--- config.mk ---
export PLATFORM = sky130hd
export DESIGN_NAME = coin_bank_tx
export DESIGN_NICKNAME = d
export VERILOG_FILES = /design/src/rtl/coin_bank_tx.sv
export SDC_FILE = /design/constraint.sdc
export NUM_CORES = 1
export LEC_CHECK = 0
export CORE_ASPECT_RATIO = 1.1
export CORE_MARGIN = 2
export CORE_UTILIZATION = 50
export DETAILED_ROUTE_END_ITERATION = 6
export PLACE_DENSITY = 0.7
export SYNTH_ARGS = -nofsm -noshare
export SYNTH_HDL_FRONTEND = slang
export SYNTH_SLANG_ARGS = --single-unit
--- constraint.sdc ---
create_clock -name clk -period 3.4 [get_ports clk]
set_clock_uncertainty 0.15 [all_clocks]
set_input_delay 0.85 -clock clk [delete_from_list [all_inputs] [get_ports clk]]
set_output_delay 0.85 -clock clk [all_outputs]
set_load 0.01 [all_outputs]
--- src/rtl/coin_bank_tx.sv ---
// coin_bank_tx: coin accumulator with a UART frame transmitter.
//
// Each coin_in bit and send_in go through a 2-flop synchroniser and then
// their own debouncer. A debounced coin rising edge adds that channel's value
// to total. The add saturates, and saturation sets a sticky overflow flag.
// A debounced send rising edge, accepted only while idle, snapshots total.
// It then transmits the 8N1 frame 0xA5, total[15:8], total[7:0].
// The frame uses the zero-extended 16-bit total.
//
// Optional feature: define COIN_BANK_CHECKSUM_EN to append a fourth byte.
// That byte is 0xA5 ^ high ^ low.
//
// Ports:
//   clk       system clock, rising edge
//   rst       synchronous active-high reset
//   coin_in   raw coin buttons, one per channel (active-high, async)
//   send_in   raw send button (active-high, async)
//   clear_in  synchronous clear of total/overflow (not debounced)
//   total     accumulated total
//   overflow  sticky saturation flag
//   busy      high while a frame is being transmitted
//   tx        UART serial output, idle high
module coin_bank_tx #(
    parameter int                     NUM_COINS       = 4,
    parameter logic [8*NUM_COINS-1:0] COIN_VALUES     = {8'd10, 8'd5, 8'd2, 8'd1},
    parameter int                     DEBOUNCE_CYCLES = 400000,
    parameter int                     TOTAL_W         = 16,
    parameter int                     CLKS_PER_BIT    = 868
) (
    input  logic                 clk,
    input  logic                 rst,
    input  logic [NUM_COINS-1:0] coin_in,
    input  logic                 send_in,
    input  logic                 clear_in,
    output logic [TOTAL_W-1:0]   total,
    output logic                 overflow,
    output logic                 busy,
    output logic                 tx
);

    // Channel NUM_COINS is the send button; the others are coins.
    localparam int NCH   = NUM_COINS + 1;
    localparam int CNT_W = $clog2(DEBOUNCE_CYCLES + 1);
    localparam int CLK_W = $clog2(CLKS_PER_BIT + 1);
`ifdef COIN_BANK_CHECKSUM_EN
    localparam int NUM_BYTES = 4;
`else
    localparam int NUM_BYTES = 3;
`endif
    localparam logic [16:0] TOTAL_MAX = 17'((17'd1 << TOTAL_W) - 17'd1);

    typedef enum logic [1:0] {IDLE, START, DATA, STOP} state_t;

    logic [NCH-1:0]   raw, sync1, sync2, level, rise;
    logic [CNT_W-1:0] db_cnt [NCH];

    assign raw = {send_in, coin_in};

    // Synchronisers and debouncers. 'rise' is a one-cycle pulse registered
    // in the same cycle the stable level goes 0->1.
    always_ff @(posedge clk) begin
        if (rst) begin
            sync1 <= '0;
            sync2 <= '0;
            level <= '0;
            rise  <= '0;
            for (int unsigned i = 0; i < NCH; i++) db_cnt[i] <= '0;
        end else begin
            sync1 <= raw;
            sync2 <= sync1;
            rise  <= '0;
            for (int unsigned i = 0; i < NCH; i++) begin
                if (sync2[i] != level[i]) begin
                    if (db_cnt[i] == CNT_W'(DEBOUNCE_CYCLES - 1)) begin
                        level[i]  <= sync2[i];
                        rise[i]   <= sync2[i];
                        db_cnt[i] <= '0;
                    end else begin
                        db_cnt[i] <= db_cnt[i] + CNT_W'(1);
                    end
                end else begin
                    db_cnt[i] <= '0;
                end
            end
        end
    end

    // Sum of all coin edges this cycle, then the saturating add.
    logic [10:0] add_sum;
    logic [16:0] sum_ext;
    logic        saturate;

    always_comb begin
        add_sum = '0;
        for (int unsigned i = 0; i < NUM_COINS; i++) begin
            if (rise[i]) add_sum = add_sum + 11'(COIN_VALUES[8*i +: 8]);
        end
        sum_ext  = 17'(total) + 17'(add_sum);
        saturate = (sum_ext > TOTAL_MAX);
    end

    always_ff @(posedge clk) begin
        if (rst || clear_in) begin
            total    <= '0;
            overflow <= 1'b0;
        end else if (saturate) begin
            total    <= '1;
            overflow <= 1'b1;
        end else begin
            total    <= sum_ext[TOTAL_W-1:0];
        end
    end

    // UART transmitter
    state_t           state;
    logic [CLK_W-1:0] clk_cnt;
    logic [2:0]       bit_idx;
    logic [1:0]       byte_idx;
    logic [15:0]      snap;
    logic [7:0]       cur_byte;
    logic             bit_end;
    logic             send_edge;

    assign send_edge = rise[NUM_COINS];
    assign bit_end   = (clk_cnt == CLK_W'(CLKS_PER_BIT - 1));

    always_comb begin
        case (byte_idx)
            2'd0:    cur_byte = 8'hA5;
            2'd1:    cur_byte = snap[15:8];
            2'd2:    cur_byte = snap[7:0];
`ifdef COIN_BANK_CHECKSUM_EN
            2'd3:    cur_byte = 8'hA5 ^ snap[15:8] ^ snap[7:0];
`endif
            default: cur_byte = '0;
        endcase
    end

    // tx/busy are driven one cycle ahead so that they are registered outputs.
    // Each state therefore lasts exactly CLKS_PER_BIT cycles.
    always_ff @(posedge clk) begin
        if (rst) begin
            state    <= IDLE;
            tx       <= 1'b1;
            busy     <= 1'b0;
            clk_cnt  <= '0;
            bit_idx  <= '0;
            byte_idx <= '0;
            snap     <= '0;
        end else begin
            case (state)
                IDLE: begin
                    if (send_edge) begin
                        state    <= START;
                        busy     <= 1'b1;
                        tx       <= 1'b0;
                        snap     <= 16'(total);
                        byte_idx <= '0;
                        clk_cnt  <= '0;
                    end
                end
                START: begin
                    if (bit_end) begin
                        state   <= DATA;
                        tx      <= cur_byte[0];
                        bit_idx <= '0;
                        clk_cnt <= '0;
                    end else begin
                        clk_cnt <= clk_cnt + CLK_W'(1);
                    end
                end
                DATA: begin
                    if (bit_end) begin
                        clk_cnt <= '0;
                        if (bit_idx == 3'd7) begin
                            state <= STOP;
                            tx    <= 1'b1;
                        end else begin
                            bit_idx <= bit_idx + 3'd1;
                            tx      <= cur_byte[bit_idx + 3'd1];
                        end
                    end else begin
                        clk_cnt <= clk_cnt + CLK_W'(1);
                    end
                end
                STOP: begin
                    if (bit_end) begin
                        clk_cnt <= '0;
                        if (byte_idx == 2'(NUM_BYTES - 1)) begin
                            state <= IDLE;
                            busy  <= 1'b0;
                        end else begin
                            state    <= START;
                            tx       <= 1'b0;
                            byte_idx <= byte_idx + 2'd1;
                        end
                    end else begin
                        clk_cnt <= clk_cnt + CLK_W'(1);
                    end
                end
                default: state <= IDLE;
            endcase
        end
    end

endmodule

==> impl_metrics.tcl, run 1 <==
set metrics [dict create \
    diodes 0 \
    grt.total_usage 0.181 \
    startpoint_type "flop" \
    layout_commonest_cell "nor2_1" \
    nFillCells 1536 \
    synth_edf_count 95 \
    final-hold-violation-count 0 \
    grt_setup_unrepaired "false" \
    path_class "flop to flop" \
    drt-initial-drc-count 372 \
    die_x_um 130 \
    start_util 0.510 \
    use_met1 0.242 \
    required_ns 3.57 \
    p_switching_uw 977 \
    fin_hold_ws_ns 0.291 \
    worst_slew_pin_slew_ns 0.653 \
    outcome "finished clean" \
    synth_cell_types 67 \
    synthArstFlopShare 0 \
    cts.sink_count 167 \
    cts_setup_buffers 0 \
    ioPinCount 27 \
    sw_frac_of_total 0.228 \
    gp_congestion 0.811 \
    min_period_ns 3.25 \
    synthCells 879 \
    io_buffers 26 \
    p_seq_frac 0.524 \
    root_buffer "clkbuf_16" \
    cts_hold_buf 0 \
    placementRows 50 \
    antenna_found_initial 0 \
    antenna_left 0 \
    clk_latency_ns 0.43 \
    ys_ff_latch 167 \
    cp.arrival_ns 3.42 \
    drive_gt1_frac 0.0659 \
    fin_crit_sh 0.956 \
    setup_violations 0 \
    yosysWarnings 0 \
    timing.fmax_mhz 308 \
    use_met3 0.0368 \
    grt_pass1_vias 5995 \
    cp_max_fo 5 \
    nets 1021 \
    wl_per_cell_um 12.8 \
    max-cap-violations 0 \
    syn_to_final_growth_pct 15.8 \
    vias_per_cell 5.15 \
    grt_pass1_wl_um 27200 \
    cts_max_level 4 \
    combPwrFrac 0.032 \
    fin_setup_tns_ns 0 \
    grt_overflow_total 0 \
    drt_first_pass_iters 5 \
    irDropWorstVdd_uv 305 \
    ys_seq_area_frac 0.495 \
    dpl.hpwl_um 11100 \
    vias 6368 \
    hp-class "flop to flop" \
    die-area_sq_um 18400 \
    coreArea_sq_um 17000 \
    grt_start_max_net_pins 24 \
    cellPowerDensity_nw_per_um2 426 \
    finalPower_mw 4.28 \
    final.setup.worst_slack_ns 0.149 \
    final_cell_mix "nor2_1, edfxtp_1, conb_1" \
    ys_dominant_reg_cell "edfxtp_1" \
    slew_headroom 0.564 \
    leakage_nw 3.53 \
    cts_tree "yes" \
    synthesis.area_sq_um 8680 \
    path_clk_slew_ns 0.07 \
    pre_cts_ws_ns 0.0986 \
    syn_avg_cell_area_sq_um 9.88 \
    endpoint_kind "flop" \
    route.detailed.drc 0 \
    finalWirelength_um 15800 \
    met2_usage 0.297 \
    finalMaxSlewViolations 0 \
    cts_made_buffers 17 \
    die_h_um 142 \
    power.internal_mw 3.31 \
    clockBufferDepth 2 \
    p_clk_frac 0.444 \
    grt_busiest_layer "met2" \
]
## timing repair
action,in CTS,in global routing
hold endpoints to repair,0,0
resized for setup,0,4
endpoints found under the setup margin,0,15
## Yosys cell counts (11+ instances only)
library cell  instances  share of area
nand4_1              24          0.017
and3_1               11         0.0079
inv_1                23         0.0099
nor3_1               19          0.011
xor2_1               64          0.065
nand3_1              49          0.028
nor2_1              128          0.055
nand2_1              80          0.035
ha_1                 23          0.033
edfxtp_1             95           0.33
o21ai_0              11         0.0063
nor2b_1              14          0.010
dfxtp_1              72           0.17
clkbuf_1             22         0.0095
a21oi_1              48          0.028
and4_1               12          0.012
xnor2_1              39          0.039
nor4_1               15          0.011
## metrics by stage
step / util / std cells / area (sq um)
after global placement: 0.555 / 1204 / 9450
after CTS: 0.590 / 1236 / 10000
after detailed placement: 0.555 / 1204 / 9450
after global routing: 0.591 / 1236 / 10100
final: 0.591 / 1236 / 10100
after floorplan: - / 973 / 9030
## area by class of cell
| type | instances | area, sq um | share of cell area |
|---|---|---|---|
| Timing Repair Buffer | 32 | 300 | 0.0299 |
| Inverter | 23 | 86.3 | 0.00859 |
| Tap cell | 234 | 293 | 0.0291 |
| Clock inverter | 12 | 101 | 0.0101 |
| Sequential cell | 167 | 4290 | 0.427 |
| Clock buffer | 20 | 489 | 0.0487 |
| Multi-Input combinational cell | 748 | 4490 | 0.446 |
## per-layer routing
metal	up-vias	part of all wire	wire, um
met5	-	0	0
met3	15	0.027	427
met4	0	0.0094	149
met2	80	0.48	7520
met1	3008	0.49	7730
li1	3265	-	-
## cell families after synthesis
kind of cell,share of synthesized area
and+or+nand+nor,0.246
DFF,0.495
AOI/OAI and AO/OA,0.0770
xor gates and xnor gates,0.104
buffers and inverters,0.0307
adders and majority gates,0.0355
muxes,0.0120
other,0.000432
## path summary, 6_finish.rpt
| path | end | slack, ns | depth (start not counted) | from |
|---|---|---|---|---|
| max | total[13] | 0.15 | 11 | rise[0] |
| min | sync2[3] | 0.29 | 1 | sync1[3] |
| max reg2reg | total[13] | 0.15 | 11 | rise[0] |
| min reg2reg | sync2[3] | 0.29 | 1 | sync1[3] |
## sequential cells by signal (all words and copies together) (netlist names)
name / count
byte_idx: 2
overflow: 1
clk_cnt: 10
total: 16
tx: 1
busy: 1
bit_idx: 3
level: 5
state: 2
snap: 16
rise: 5
sync1: 5
sync2: 5
db_cnt: 95
## power by group through the flow
stage / Clock, mW / Combinational, mW / Sequential [mW]
final: 1.90 / 0.137 / 2.24
after global routing: 2.02 / 0.157 / 2.25
after CTS: 1.95 / 0.135 / 2.24
after detailed placement: 0 / 0.134 / 2.29
after global placement: 0 / 0.133 / 2.29
after floorplan: 0 / 0.111 / 2.27
## critical path, cell delays in order, from the launching register on
cell and delay (ns):
dfxtp_1 0.32, ha_1 0.30, mux2_2 0.30, ha_1 0.29
mux2_2 0.26, ha_2 0.37, o21ai_0 0.11, o21ai_1 0.14
buf_4 0.13, or3b_2 0.44, a311oi_1 0.26, nor2_1 0.07
(Power assumes the default switching activity.)
==> run 2: changes to the inputs <==
CORE_MARGIN = 8   (was 2)
==> run 2 against run 1 <==
  * Wire length down 1.1%
  * Maximum frequency is 0.21% higher
  * Critical path depth is 1 lower
  * Clock power barely moved
  * Global-route usage shrank 2.9 points
  * Final cell count unchanged
  * Largest cell class unchanged
  * Highest routed layer unchanged
==> impl_metrics.tcl, run 2 (synthesis results as in run 1) <==
set metrics [dict create \
    fin_hold_ws_ns 0.283 \
    die_x_um 142 \
    worstReg2RegStart "rise[0]" \
    die-area_sq_um 21800 \
    cp_max_fo 5 \
    syn_to_final_growth_pct 15.6 \
    cts_tree "yes" \
    antenna_found_initial 0 \
    grt_busiest_layer "met2" \
    final.setup.worst_slack_ns 0.156 \
    holdPathStages 1 \
    cts_hold_buf 0 \
    top_regs "db_cnt (95), snap (16), total (16)" \
    outcome "finished clean" \
    hp-class "flop to flop" \
    grt.total_usage 0.152 \
    irDropWorstVdd_uv 382 \
    setup_violations 0 \
    cts.sink_count 167 \
    root_buffer "clkbuf_16" \
    clockBufferDepth 2 \
    required_ns 3.56 \
    final-hold-violation-count 0 \
    wl_per_cell_um 12.7 \
    io_buffers 26 \
    met2_usage 0.247 \
    route.detailed.drc 0 \
    dpl.hpwl_um 11100 \
    grt_pass1_wl_um 27500 \
    worst_slew_pin_slew_ns 0.685 \
    die_h_um 154 \
    ioPinCount 27 \
    antenna_left 0 \
    cts_max_level 4 \
    post_dp_cell_area_sq_um 9460 \
    start_util 0.510 \
    hold_end "sync2[0]" \
    finalMaxSlewViolations 0 \
    drive_gt1_frac 0.0629 \
    cts_made_buffers 17 \
    gp_congestion 0.801 \
    use_met1 0.195 \
    cellPowerDensity_nw_per_um2 423 \
    min_period_ns 3.24 \
    reg2regPathDepth 10 \
    drt_first_pass_iters 4 \
    final_cell_area_sq_um 10000 \
    grt_overflow_total 0 \
    layout_commonest_cell "nor2_1" \
    grt_setup_unrepaired "true" \
    path_clk_slew_ns 0.06 \
    vias 6269 \
    vias_per_cell 5.07 \
    nets 1021 \
    regMostFlops "db_cnt" \
    grt_start_max_net_pins 26 \
    largest_register_ffs 95 \
    placementRows 50 \
    cp.arrival_ns 3.41 \
    regToRegSetupSlack_ns 0.16 \
    max-cap-violations 0 \
    drt-initial-drc-count 299 \
    final_cell_mix "nor2_1, edfxtp_1, conb_1" \
    timing.fmax_mhz 308 \
    startpoint_type "flop" \
    slew_headroom 0.539 \
    finalWirelength_um 15700 \
    clk_latency_ns 0.42 \
    fin_crit_sh 0.954 \
    cp-startpoint "rise[0]" \
    min_from "sync1[0]" \
    endpoint_kind "flop" \
    grt_pass1_vias 5901 \
    fin_setup_tns_ns 0 \
    path_class "flop to flop" \
    coreArea_sq_um 17000 \
    leakage_nw 3.53 \
    pre_cts_ws_ns 0.127 \
    diodes 0 \
    r2r-end "total[13]" \
    use_met3 0.0354 \
]
## run 2: cell count changes in the layout (fill, tap and decap cells not counted), sizes merged
cell	change
clkbuf	+1
inv	-1
## run 2: final cells by class
class	count	area (sq um)
Fill cell	1513	6980
Multi-Input combinational cell	748	4480
Sequential cell	167	4290
Clock buffer	21	493
Timing Repair Buffer	32	313
Tap cell	234	293
Inverter	23	86.3
Clock inverter	11	82.6
## run 2: repair_timing
item                                    in CTS  in global routing
gates resized for setup                      0                  2
setup buffers                                0                  0
endpoints found under the setup margin       0                  8
## run 2: metal layers
| metal | wire length (um) | share of wire |
|---|---|---|
| met5 | 0 | 0 |
| met4 | 174 | 0.011 |
| met3 | 440 | 0.028 |
| met2 | 7530 | 0.48 |
| met1 | 7520 | 0.48 |
## run 2: power breakdown
group	total [mW]	internal [mW]	switching (mW)
clock network	1.87	1.05	0.814
logic	0.135	0.0552	0.0795
registers	2.24	2.19	0.0561
total	4.25	3.30	0.949
## run 2: worst max path at each step
stage / end / cells after the start
final: total[13] / 10
after global routing: total[13] / 10
after CTS: total[13] / 10
after detailed placement: total[13] / 10
after global placement: total[13] / 10
after floorplan: total[10] / 11
## run 2: critical path, stage by stage, from the launching register on
cell and delay [ns]:
dfxtp_1 0.33, ha_1 0.31, mux2_2 0.30, ha_1 0.30, mux2_2 0.28, ha_1 0.36, o21ai_0 0.12, o21ai_1 0.20
or3b_2 0.46, a311oi_1 0.25, nor2_1 0.07
## run 2: metrics by stage
stage | instances | utilization | total power, mW
final | 1236 | 0.590 | 4.25
after detailed placement | 1204 | 0.556 | 2.42
after global placement | 1204 | 0.556 | 2.42
after global routing | 1236 | 0.590 | 4.41
after floorplan | 973 | - | 2.38
after CTS | 1236 | 0.590 | 4.30
==> run 3: changes to the inputs <==
CORE_MARGIN = 4   (was 8)
CORE_UTILIZATION = 45   (was 50)
PLACE_DENSITY = not set   (was 0.7)
==> run 3 against run 2 <==
  * Worst hold slack gained 0.0044 ns
  * Final area rose by 0.37%
  * Non-clock buffer count grew 1
  * Maximum frequency grew 0.75%
  * Global-route usage is 0.13 points higher
  * Sequential share of layout area shrank 0.16 points
==> impl_metrics.tcl, run 3 (synthesis results as in run 1) <==
set metrics [dict create \
    fin_hold_ws_ns 0.287 \
    ioPinCount 27 \
    clockBufferDepth 2 \
    vias 6249 \
    nets 1022 \
    placementRows 53 \
    endpoint_kind "flop" \
    multi_input_area_sq_um 4480 \
    cp.arrival_ns 3.36 \
    cts_setup_buffers 0 \
    grt_pass1_vias 6050 \
    grt_start_max_net_pins 32 \
    max-cap-violations 0 \
    route.detailed.drc 0 \
    pre_cts_ws_ns 0.174 \
    path_class "flop to flop" \
    cts_max_level 4 \
    clk_latency_ns 0.42 \
    cts_hold_buf 0 \
    irDropWorstVdd_uv 368 \
    timing.fmax_mhz 311 \
    cts_tree "yes" \
    wl_per_cell_um 12.6 \
    finalMaxSlewViolations 0 \
    finalWirelength_um 15700 \
    regArea_sq_um 4290 \
    post_cts_resized 0 \
    drt_first_pass_iters 5 \
    finalPower_mw 4.29 \
    start_util 0.456 \
    io_buffers 26 \
    final-hold-violation-count 0 \
    cts.sink_count 167 \
    grt_overflow_total 0 \
    grt.total_usage 0.153 \
    coreArea_sq_um 19000 \
    slew_headroom 0.554 \
    die-area_sq_um 21600 \
    fin_crit_sh 0.947 \
    syn_to_final_growth_pct 16.1 \
    drt-initial-drc-count 195 \
    largest_register_ffs 95 \
    hp-class "flop to flop" \
    final.setup.worst_slack_ns 0.180 \
    required_ns 3.54 \
    vias_per_cell 5.00 \
    drive_gt1_frac 0.0648 \
    worst_slew_pin_slew_ns 0.670 \
    grt_pass1_wl_um 27800 \
    outcome "finished clean" \
    nFillCells 1797 \
    antenna_found_initial 0 \
    gp_congestion 0.783 \
    cts_made_buffers 17 \
    dpl.hpwl_um 11300 \
    path_clk_slew_ns 0.07 \
    cellPowerDensity_nw_per_um2 426 \
    antenna_left 0 \
    top_regs "db_cnt (95), snap (16), total (16)" \
    regMostFlops "db_cnt" \
    diodes 0 \
    cp_max_fo 12 \
    min_period_ns 3.22 \
    leakage_nw 3.54 \
    die_h_um 154 \
    final_cell_mix "nor2_1, edfxtp_1, conb_1" \
    layout_commonest_cell "nor2_1" \
    startpoint_type "flop" \
    setup_violations 0 \
    root_buffer "clkbuf_16" \
    die_x_um 140 \
]
## run 3: cell count changes in the layout (fill, tap and decap cells not counted), sizes merged
cell	previous run	this run
clkinv	3	2
buf	7	8
clkinvlp	1	2
clkbuf	21	22
inv	30	29
## run 3: where the power goes
part           switching, mW  total (mW)  internal [mW]
registers             0.0556        2.24           2.19
logic                 0.0784       0.134         0.0552
clock network          0.816        1.91           1.09
total                  0.950        4.29           3.34
## run 3: final cells by class
class | count | area share
flip-flops and latches | 167 | 0.426
well taps | 247 | 0.0307
inverters | 23 | 0.00857
clock inverters | 10 | 0.00782
multi-input cells | 748 | 0.445
clock buffers | 22 | 0.0513
repair buffers | 33 | 0.0309
## run 3: critical path, stage by stage, from the launching register on
cell	delay [ns]
dfxtp_1	0.32
ha_1	0.31
mux2_2	0.30
ha_1	0.28
mux2_2	0.27
ha_1	0.29
buf_4	0.15
a211o_1	0.28
a21oi_1	0.12
buf_4	0.16
nor3_1	0.07
nand3_1	0.13
buf_6	0.17
a21oi_1	0.08
## run 3: metrics by stage
step                setup TNS, ns  instance area (sq um)  cells   util
CTS                             0                  10100   1250  0.529
global placement                0                   9470   1218  0.498
global route             -0.00855                  10100   1250  0.529
detailed placement              0                   9470   1218  0.498
finish                          0                  10100   1250  0.529
floorplan                       0                   9030    973      -
## run 3: final timing paths
check | to | start | cells after the start | slack [ns]
min | sync2[1] | sync1[1] | 1 | 0.29
max reg2reg | total[0] | rise[0] | 13 | 0.18
max | total[0] | rise[0] | 13 | 0.18
min reg2reg | sync2[1] | sync1[1] | 1 | 0.29
## run 3: metal layers
layer	global-route usage	vias to the layer above	routed length (um)
li1	-	3265	-
met4	0.0545	0	225
met1	0.205	2898	7690
met5	0	-	0
met2	0.250	73	7340
met3	0.0283	13	435
